===== config.mk =====
export PLATFORM = sky130hd
export DESIGN_NAME = spdif_frame_sched
export DESIGN_NICKNAME = d
export VERILOG_FILES = /design/src/rtl/spdif_pkg.sv /design/src/rtl/spdif_sample_fifo.sv /design/src/rtl/spdif_frame_sched.sv
export SDC_FILE = /design/constraint.sdc
export NUM_CORES = 1
export LEC_CHECK = 0
export BUFFER_PORTS_ARGS = -buffer_cell sky130_fd_sc_hd__buf_2
export CAP_MARGIN = 20
export CORE_MARGIN = 4
export CORE_UTILIZATION = 62
export CTS_BUF_LIST = sky130_fd_sc_hd__clkbuf_2 sky130_fd_sc_hd__clkbuf_4 sky130_fd_sc_hd__clkbuf_8
export DETAILED_ROUTE_END_ITERATION = 7
export GPL_ROUTABILITY_DRIVEN = 0
export GPL_TIMING_DRIVEN = 0
export PLACE_DENSITY = 0.84
export SYNTH_ARGS = -nofsm -noshare
export SYNTH_HDL_FRONTEND = slang
export SYNTH_HIERARCHICAL = 1
export SYNTH_SLANG_ARGS = --single-unit

===== constraint.sdc =====
create_clock -name clk -period 5.9 [get_ports clk]
set_clock_uncertainty 0.2 [all_clocks]
set_input_delay 0.295 -clock clk [delete_from_list [all_inputs] [get_ports clk]]
set_output_delay 0.295 -clock clk [all_outputs]
set_load 0.02 [all_outputs]

===== src/rtl/spdif_pkg.sv =====
// Shared definitions for the S/PDIF frame scheduler: FSM encoding, block length,
// channel-status bit positions and the 24-bit word-length code.
package spdif_pkg;

    typedef enum logic [1:0] {
        ST_IDLE     = 2'd0,
        ST_PRIME    = 2'd1,
        ST_RUN      = 2'd2,
        ST_UNDERRUN = 2'd3
    } sched_state_t;

    localparam int          BLOCK_FRAMES = 192;
    localparam int          SAMPLE_W     = 24;
    localparam int          CS_COPY_BIT  = 2;
    localparam int          CS_SR_LSB    = 24;
    localparam int          CS_WL_LSB    = 32;
    localparam logic [3:0]  WORD_LEN_24  = 4'b1011;

endpackage


===== src/rtl/spdif_sample_fifo.sv =====
// Synchronous stereo-pair FIFO with occupancy output; flush empties it in one cycle.
// Caller guarantees no push when full and no pop when empty.
module spdif_sample_fifo #(
    parameter int DEPTH  = 8,
    parameter int DATA_W = 48
) (
    input  logic                       clk,
    input  logic                       rst,
    input  logic                       flush,
    input  logic                       push,
    input  logic                       pop,
    input  logic [DATA_W-1:0]          wr_data,
    output logic [DATA_W-1:0]          rd_data,
    output logic [$clog2(DEPTH):0]     level
);
    localparam int AW = $clog2(DEPTH);

    logic [DATA_W-1:0] mem [DEPTH];
    logic [AW-1:0]     wr_ptr;
    logic [AW-1:0]     rd_ptr;

    always_ff @(posedge clk) begin
        if (push) mem[wr_ptr] <= wr_data;
    end

    always_ff @(posedge clk) begin
        if (rst || flush) begin
            wr_ptr <= '0;
            rd_ptr <= '0;
            level  <= '0;
        end else begin
            if (push) wr_ptr <= wr_ptr + AW'(1);
            if (pop)  rd_ptr <= rd_ptr + AW'(1);
            case ({push, pop})
                2'b10:   level <= level + (AW+1)'(1);
                2'b01:   level <= level - (AW+1)'(1);
                default: level <= level;
            endcase
        end
    end

    assign rd_data = mem[rd_ptr];

endmodule


===== src/rtl/spdif_frame_sched.sv =====
// S/PDIF frame scheduler: FIFO-buffered L/R release per frame request, 192-frame block
// tracking, channel-status and validity generation. Optional SPDIF_SCHED_UNDERRUN_CNT_EN adds underrun_cnt.
module spdif_frame_sched
    import spdif_pkg::*;
#(
    parameter int   DEPTH       = 8,
    parameter int   PRIME_LEVEL = 4,
    parameter logic COPY_OK     = 1'b1
) (
    input  logic                    clk,
    input  logic                    rst,
    input  logic                    enable,
    input  logic                    s_valid,
    output logic                    s_ready,
    input  logic [23:0]             s_left,
    input  logic [23:0]             s_right,
    input  logic [3:0]              sample_rate_code,
    input  logic                    frame_req,
    output logic [31:0]             data_left,
    output logic [31:0]             data_right,
    output logic                    validity,
    output logic                    cs_bit_left,
    output logic                    cs_bit_right,
    output logic                    block_start,
`ifdef SPDIF_SCHED_UNDERRUN_CNT_EN
    output logic [15:0]             underrun_cnt,
`endif
    output logic                    underrun,
    output logic [$clog2(DEPTH):0]  fifo_level
);
    localparam int LW = $clog2(DEPTH) + 1;

    sched_state_t              state, state_nxt;
    logic [2*SAMPLE_W-1:0]     rd_pair;
    logic                      push, pop, frame_load, underrun_evt;
    logic [7:0]                frame_idx;
    logic [3:0]                sr_blk;

    function automatic logic cs_bit(input logic [7:0] idx, input logic [3:0] sr);
        logic b;
        b = 1'b0;
        if (idx == 8'(CS_COPY_BIT))
            b = COPY_OK;
        else if (idx >= 8'(CS_SR_LSB) && idx < 8'(CS_SR_LSB + 4))
            b = sr[2'(idx - 8'(CS_SR_LSB))];
        else if (idx >= 8'(CS_WL_LSB) && idx < 8'(CS_WL_LSB + 4))
            b = WORD_LEN_24[2'(idx - 8'(CS_WL_LSB))];
        return b;
    endfunction

    assign s_ready      = (state != ST_IDLE) && (fifo_level < LW'(DEPTH));
    assign push         = s_valid && s_ready;
    assign frame_load   = frame_req && enable && (state != ST_IDLE);
    assign pop          = frame_load && (state == ST_RUN) && (fifo_level != '0);
    assign underrun_evt = frame_load && (state == ST_RUN) && (fifo_level == '0);

    spdif_sample_fifo #(.DEPTH(DEPTH), .DATA_W(2*SAMPLE_W)) u_fifo (
        .clk     (clk),
        .rst     (rst),
        .flush   (!enable),
        .push    (push),
        .pop     (pop),
        .wr_data ({s_left, s_right}),
        .rd_data (rd_pair),
        .level   (fifo_level)
    );

    always_ff @(posedge clk) begin
        if (rst) state <= ST_IDLE;
        else     state <= state_nxt;
    end

    always_comb begin
        state_nxt = state;
        case (state)
            ST_IDLE:     state_nxt = ST_PRIME;
            ST_PRIME:    if (fifo_level >= LW'(PRIME_LEVEL)) state_nxt = ST_RUN;
            ST_RUN:      if (underrun_evt) state_nxt = ST_UNDERRUN;
            ST_UNDERRUN: if (fifo_level >= LW'(PRIME_LEVEL)) state_nxt = ST_RUN;
            default:     state_nxt = ST_IDLE;
        endcase
        if (!enable) state_nxt = ST_IDLE;
    end

    // Block position; the rate code is captured at frame 0 so a block is self-consistent
    always_ff @(posedge clk) begin
        if (rst || !enable) begin
            frame_idx <= '0;
        end else if (frame_load) begin
            frame_idx <= (frame_idx == 8'(BLOCK_FRAMES - 1)) ? 8'd0 : frame_idx + 8'd1;
        end
        if (rst)
            sr_blk <= '0;
        else if (frame_load && frame_idx == 8'd0)
            sr_blk <= sample_rate_code;
    end

    // Output stage: loaded on frame request, held until the next one
    always_ff @(posedge clk) begin
        if (rst || !enable) begin
            data_left    <= '0;
            data_right   <= '0;
            validity     <= 1'b1;
            cs_bit_left  <= 1'b0;
            cs_bit_right <= 1'b0;
            block_start  <= 1'b0;
            underrun     <= 1'b0;
        end else begin
            underrun <= underrun_evt;
            if (frame_load) begin
                if (pop) begin
                    data_left  <= {8'h00, rd_pair[2*SAMPLE_W-1:SAMPLE_W]};
                    data_right <= {8'h00, rd_pair[SAMPLE_W-1:0]};
                    validity   <= 1'b0;
                end else begin
                    data_left  <= '0;
                    data_right <= '0;
                    validity   <= 1'b1;
                end
                cs_bit_left  <= cs_bit(frame_idx, sr_blk);
                cs_bit_right <= cs_bit(frame_idx, sr_blk);
                block_start  <= (frame_idx == 8'd0);
            end
        end
    end

`ifdef SPDIF_SCHED_UNDERRUN_CNT_EN
    always_ff @(posedge clk) begin
        if (rst)
            underrun_cnt <= '0;
        else if (underrun_evt && underrun_cnt != 16'hFFFF)
            underrun_cnt <= underrun_cnt + 16'd1;
    end
`endif

endmodule


Word level (Yosys, flattened, before mapping):

Memory sizes are Yosys's and may differ from the RTL's. A register that Yosys moved wholly into a read port is not among the register bits.
Index checks and enable logic that the tools add are counted.

* memories: 1
* memory bits (writable): 384
* output and inout bits: 74
* logic and storage cells: 78
* flip-flop bits (word level): 92
* bits of input ports: 57
* bits in latches: 0
* bits in read-only memories: 0

* shift-type cells: 0
* bitwise gates (word level): 1
* multiplexer cells: 19
* divide/modulo/power cells: 0
* multiply operators: 0
* reduce and logical (&&, ||, !) cells: 21
* equality and inequality tests: 9
* $add $sub $neg: 7
* order comparisons: 8

Memories
* u_fifo.mem: words 8, width 48, rd ports 1, clocked after memory_dff 1, wr ports 1, RTL line spdif_sample_fifo.sv:18 `logic [DATA_W-1:0] mem [DEPTH];`

Operators with widths (count)
* 2-to-1 mux 24 bit: 2
* logical AND 1 bit: 10
* adder 8 x 1 -> 8 bit (second input constant): 1
* == test 8 x 2 -> 1 bit (second input constant): 1
* == test 8 bit (second input constant): 1
* greater-or-equal comparator 8 x 5 -> 1 bit (second input constant): 1
* greater-or-equal comparator 8 x 6 -> 1 bit (second input constant): 1
* logical NOT 8 bit: 1
* less-than comparator 8 x 5 -> 1 bit (second input constant): 1
* less-than comparator 8 x 6 -> 1 bit (second input constant): 1
* 2-to-1 mux 1 bit: 8
* 2-to-1 mux 8 bit: 1
* case mux 4 bit (2 select lines): 1
* adder 3 x 1 -> 3 bit (second input constant): 2
* == test 2 bit (second input constant): 3
* less-than comparator 2 x 3 -> 1 bit (second input constant): 2
* 2-to-1 mux 3 bit: 2
* case mux 2 bit (3 select lines): 1
* adder 4 x 1 -> 4 bit (second input constant): 1
* binary-select mux 1 bit (select 2 bit): 2
* == test 2 x 1 -> 1 bit (second input constant): 2
* greater-or-equal comparator 4 x 3 -> 1 bit (second input constant): 1
* logical NOT 4 bit: 1
* less-than comparator 4 bit (second input constant): 1
* other kinds (13): 17

Logic depth before layout (Yosys ltp):

* depth after elaboration: 6
* depth in mapped cells: 11
* gate-level depth less buffers: 11

Cells and area by module:

Netlist, hierarchy kept.

Modules (own cells, without submodules)
* spdif_sample_fifo: sequential area each 11791.3 um2, area each 15215.8 um2, times used 1, cells an instance 626
* spdif_frame_sched: sequential area each 1321.3 um2, area each 2660.1 um2, times used 1, cells an instance 278

Least setup slack after synthesis:

No wires, ideal clock.

* path kind: reg-to-reg
* start point: register u_fifo.level[3]
* end point: memory u_fifo.mem[0][0] (enable)
* setup time: 513 ps
* arrival: 4446 ps
* period minus slack after synthesis: 5159 ps
* buffers on the path: 0
* data required time: 5187 ps
* path slack: 741 ps
* cell stages (with the launch flop): 5
* cell sequence: dfxtp_1 -> nor2_1 -> and2_1 -> nand2b_1 -> nor3_1

* longest elaborated chain between the ends: 5

RTL lines
* from (decl): RTL line spdif_sample_fifo.sv:14 `output logic [$clog2(DEPTH):0] level`
* from (signal assigned): RTL line spdif_sample_fifo.sv:35 `2'b10: level <= level + (AW+1)'(1);`
* from (signal assigned): RTL line spdif_sample_fifo.sv:36 `2'b01: level <= level - (AW+1)'(1);`
* from (signal assigned): RTL line spdif_sample_fifo.sv:37 `default: level <= level;`
* less-than comparator 4 bit: RTL line spdif_frame_sched.sv:51 `assign s_ready = (state != ST_IDLE) && (fifo_level < LW'(DEPTH));`
* logical AND 1 bit: RTL line spdif_frame_sched.sv:51
* net s_ready: RTL line spdif_frame_sched.sv:14 `output logic s_ready,`
* logical AND 1 bit: RTL line spdif_frame_sched.sv:52 `assign push = s_valid && s_ready;`
* net push: RTL line spdif_frame_sched.sv:35 `logic push, pop, frame_load, underrun_evt;`
* 2-to-1 mux 1 bit: RTL line spdif_sample_fifo.sv:23 `if (push) mem[wr_ptr] <= wr_data;`
* 2-to-1 mux 1 bit (not written as such): RTL line spdif_sample_fifo.sv:23
* to (decl): RTL line spdif_sample_fifo.sv:18

The timed path passes the listed nets, and every way through them passes these cells.

Final worst setup path:

* start point: register state[0]
* end point: memory u_fifo.mem[0][28] (enable)

* longest elaborated chain between the ends: 5

RTL lines
* from (decl): RTL line spdif_frame_sched.sv:33 `sched_state_t state, state_nxt;`
* from (signal assigned): RTL line spdif_frame_sched.sv:70 `else state <= state_nxt;`
* nonzero test 2 bit: RTL line spdif_frame_sched.sv:51
* logical AND 1 bit: RTL line spdif_frame_sched.sv:51
* logical AND 1 bit: RTL line spdif_frame_sched.sv:52
* net push: RTL line spdif_frame_sched.sv:35
* 2-to-1 mux 1 bit: RTL line spdif_sample_fifo.sv:23
* 2-to-1 mux 1 bit (not written as such): RTL line spdif_sample_fifo.sv:23

The timed path passes the listed nets, and every way through them passes these cells.

==> flow_summary.ini <==
[die]
die-area_um2 = 31610
die_w_um = 177.8
num_rows = 61
core_area_um2 = 28090
ios = 131
die_h_um = 177.8
start_util = 0.6364

[routing]
vias = 9833
first_pass_iters = 5
wl_per_cell_um = 24.33
drt.antenna.violating_nets = 0
routed_wl_mm = 39.74
post_drt_via_cell_ratio = 6.021
drt_iter0_drc = 1064
drc = 0

[synthesis]
yosys_warnings = 6
synth_cell_type_count = 46
syn_inst = 904
synth_area_per_cell_um2 = 19.77
syn_area_um2 = 17880
yosys-top-cells-area = edfxtp_1 65%, mux4_2 12%, dfxtp_1 8.8%
yosysMostFrequentCell = edfxtp_1
synth.largest_area_cell = edfxtp_1
ys_seq_elements = 463
yosysTopAreaCellShare = 0.6451
synth-edff-count = 384
ys.flop_type = edfxtp_1
async_flop_share = 0
synth_common_cells = 384 x edfxtp_1, 93 x mux4_2, 80 x nor2_1, 79 x dfxtp_1
ys_seq_area_frac = 0.7335

[grt]
grt_pass1_vias = 10085
antenna_found_initial = 2
grtUsageMet1 = 0.3536
met2_usage = 0.4142
grt_start_max_net_pins = 24
grt_busiest_layer = met2
use_met3 = 0.05880
grtUsageTotal = 0.2562
overflow = 0
grt_pass1_wl_mm = 59.86

[placement]
dpl.cell_count = 1435
place_area_um2 = 19450
hpwl_mm = 23.67
numPortBuffers = 114

[timing]
clock.fmax_mhz = 334.6
rsz0062_at_grt = no
slew_violations = 0
fin_crit_sh = 0.5065
tns_ns = 0
relSlewSlack = 0.3144
fin_crit_ns = 2.988
hold_violations = 0
tightest_slew_ns = 1.028
setup_viol = 0

[setup_path]
crit_fanout = 9
required_ns = 5.99
end_kind = flip-flop
arrival_ns = 3.08
critPathKind = reg2reg
critPathLaunchType = flip-flop
regToRegSetupSlack_ns = 2.91
timing.rr.start = state[0]
reg2reg_to = u_fifo/mem[0][28]
r2r_cells = 8

[cts]
clock-sinks = 463
ctsHoldBuffers = 58
clk_latency_ns = 0.59
htree_levels = 3
postCtsSetupRepairBufs = 0
cts_buffer_depth = 3
cts_resized = 0
cts_tree = done
cts_buffers = 74
cts-root-buf = clkbuf_8
clk_pin_slew_ns = 0.06

[cells_and_area]
fill_cells = 1507
drive_above_1_share = 0.3791
syn_to_final_growth_pct = 20.83
final_cells = 1633
fin_nets = 1257
stdcell_area_um2 = 21600

[pwr]
peakVddDrop_v = 0.0002390
p_leak_nw = 7.445
power_density_nw_per_um2 = 302.8
power.total_mw = 6.541

[hold_path]
hold_class = in2reg
hold_end = u_fifo/wr_ptr[1]
hold_depth = 4
hold_start = s_valid

[status]
status = complete, no violations

[run]
cap_violations = 0
## metal layers
metal  part of all wire  routed length (um)  vias to the layer above
met5                  0                   0                        -
met3              0.098                3914                       72
met1               0.39               15420                     4982
li1                   -                   -                     4186
met2               0.49               19510                      593
met4              0.023                 902                        0
## cells by family (layout without fill, tap and decap cells)
group	after synthesis	in the layout	share of synthesized area
AOI/OAI and AO/OA	68	68	0.02933
xor gates and xnor gates	12	12	0.005879
adders and majority gates	9	9	0.006300
buffers and inverters	71	405	0.02702
DFF	463	463	0.7335
muxes	153	153	0.1653
other	1	18	0.0002098
and+or+nand+nor	127	127	0.03241
## final cells by class
type	count	area [um2]	area share
timing repair buffer	196	1575	0.07293
antenna	2	5.005	0.0002317
sequential	463	13110	0.6071
buffer	64	456.7	0.02114
tap	378	473.0	0.02190
clock buffer	116	1390	0.06436
multi-input combinational	385	4392	0.2033
clock inverter	22	168.9	0.007820
inverter	7	26.28	0.001216
## worst max-delay path, stage by stage, from the launching register on
cell and delay (ns):
dfxtp_1 0.40, nor2_1 0.07, nor2_1 0.13, and2_1 0.29
nand2b_1 0.33, nor3_2 0.67, buf_8 0.25, buf_6 0.19
buf_8 0.17
## report_power, final
part	internal (mW)	switching, mW
clock network	1.60	1.23
registers	3.55	0.00444
logic	0.0731	0.0917
total	5.22	1.32
## worst max-delay path by stage
stage / from / end / cells after the start
after floorplan: u_fifo/level[3] / u_fifo/mem[0][0] / 4
after global placement: state[0] / u_fifo/mem[0][34] / 5
after detailed placement: state[1] / u_fifo/mem[0][34] / 8
after CTS: state[1] / u_fifo/mem[0][36] / 8
after global routing: state[1] / u_fifo/mem[0][33] / 8
final: state[0] / u_fifo/mem[0][28] / 8
## per-stage QoR
| stage | hold WS (ns) | utilization | worst slack, ns |
|---|---|---|---|
| final | 0.1041 | 0.7690 | 2.912 |
| after global routing | 0.1160 | 0.7690 | 2.805 |
| after CTS | 0.06201 | 0.7688 | 2.972 |
| after floorplan | 0.1674 | - | 0.7406 |
| after global placement | 0.2468 | 0.6756 | -2.470 |
| after detailed placement | 0.2642 | 0.6927 | 3.000 |
## placed cells by master, fill, tap and decap left out, types with 16 or more instances in the layout
cell type	instances
edfxtp_1	384
buf_2	129
mux4_2	93
clkbuf_8	83
dfxtp_1	79
nor2_1	74
dlygate4sd3_1	58
a22oi_1	40
mux2_4	40
clkbuf_4	33
clkbuf_1	20
buf_4	18
buf_6	16
conb_1	16
## registers in the layout (all words and copies together), names as in the netlist, 3 cells and up, named ones only
| register | cells |
|---|---|
| u_fifo/wr_ptr | 3 |
| u_fifo/level | 4 |
| u_fifo/mem | 384 |
| data_left | 24 |
| frame_idx | 8 |
| data_right | 24 |
| sr_blk | 4 |
| u_fifo/rd_ptr | 3 |
Power figures use the tool's default switching activity.
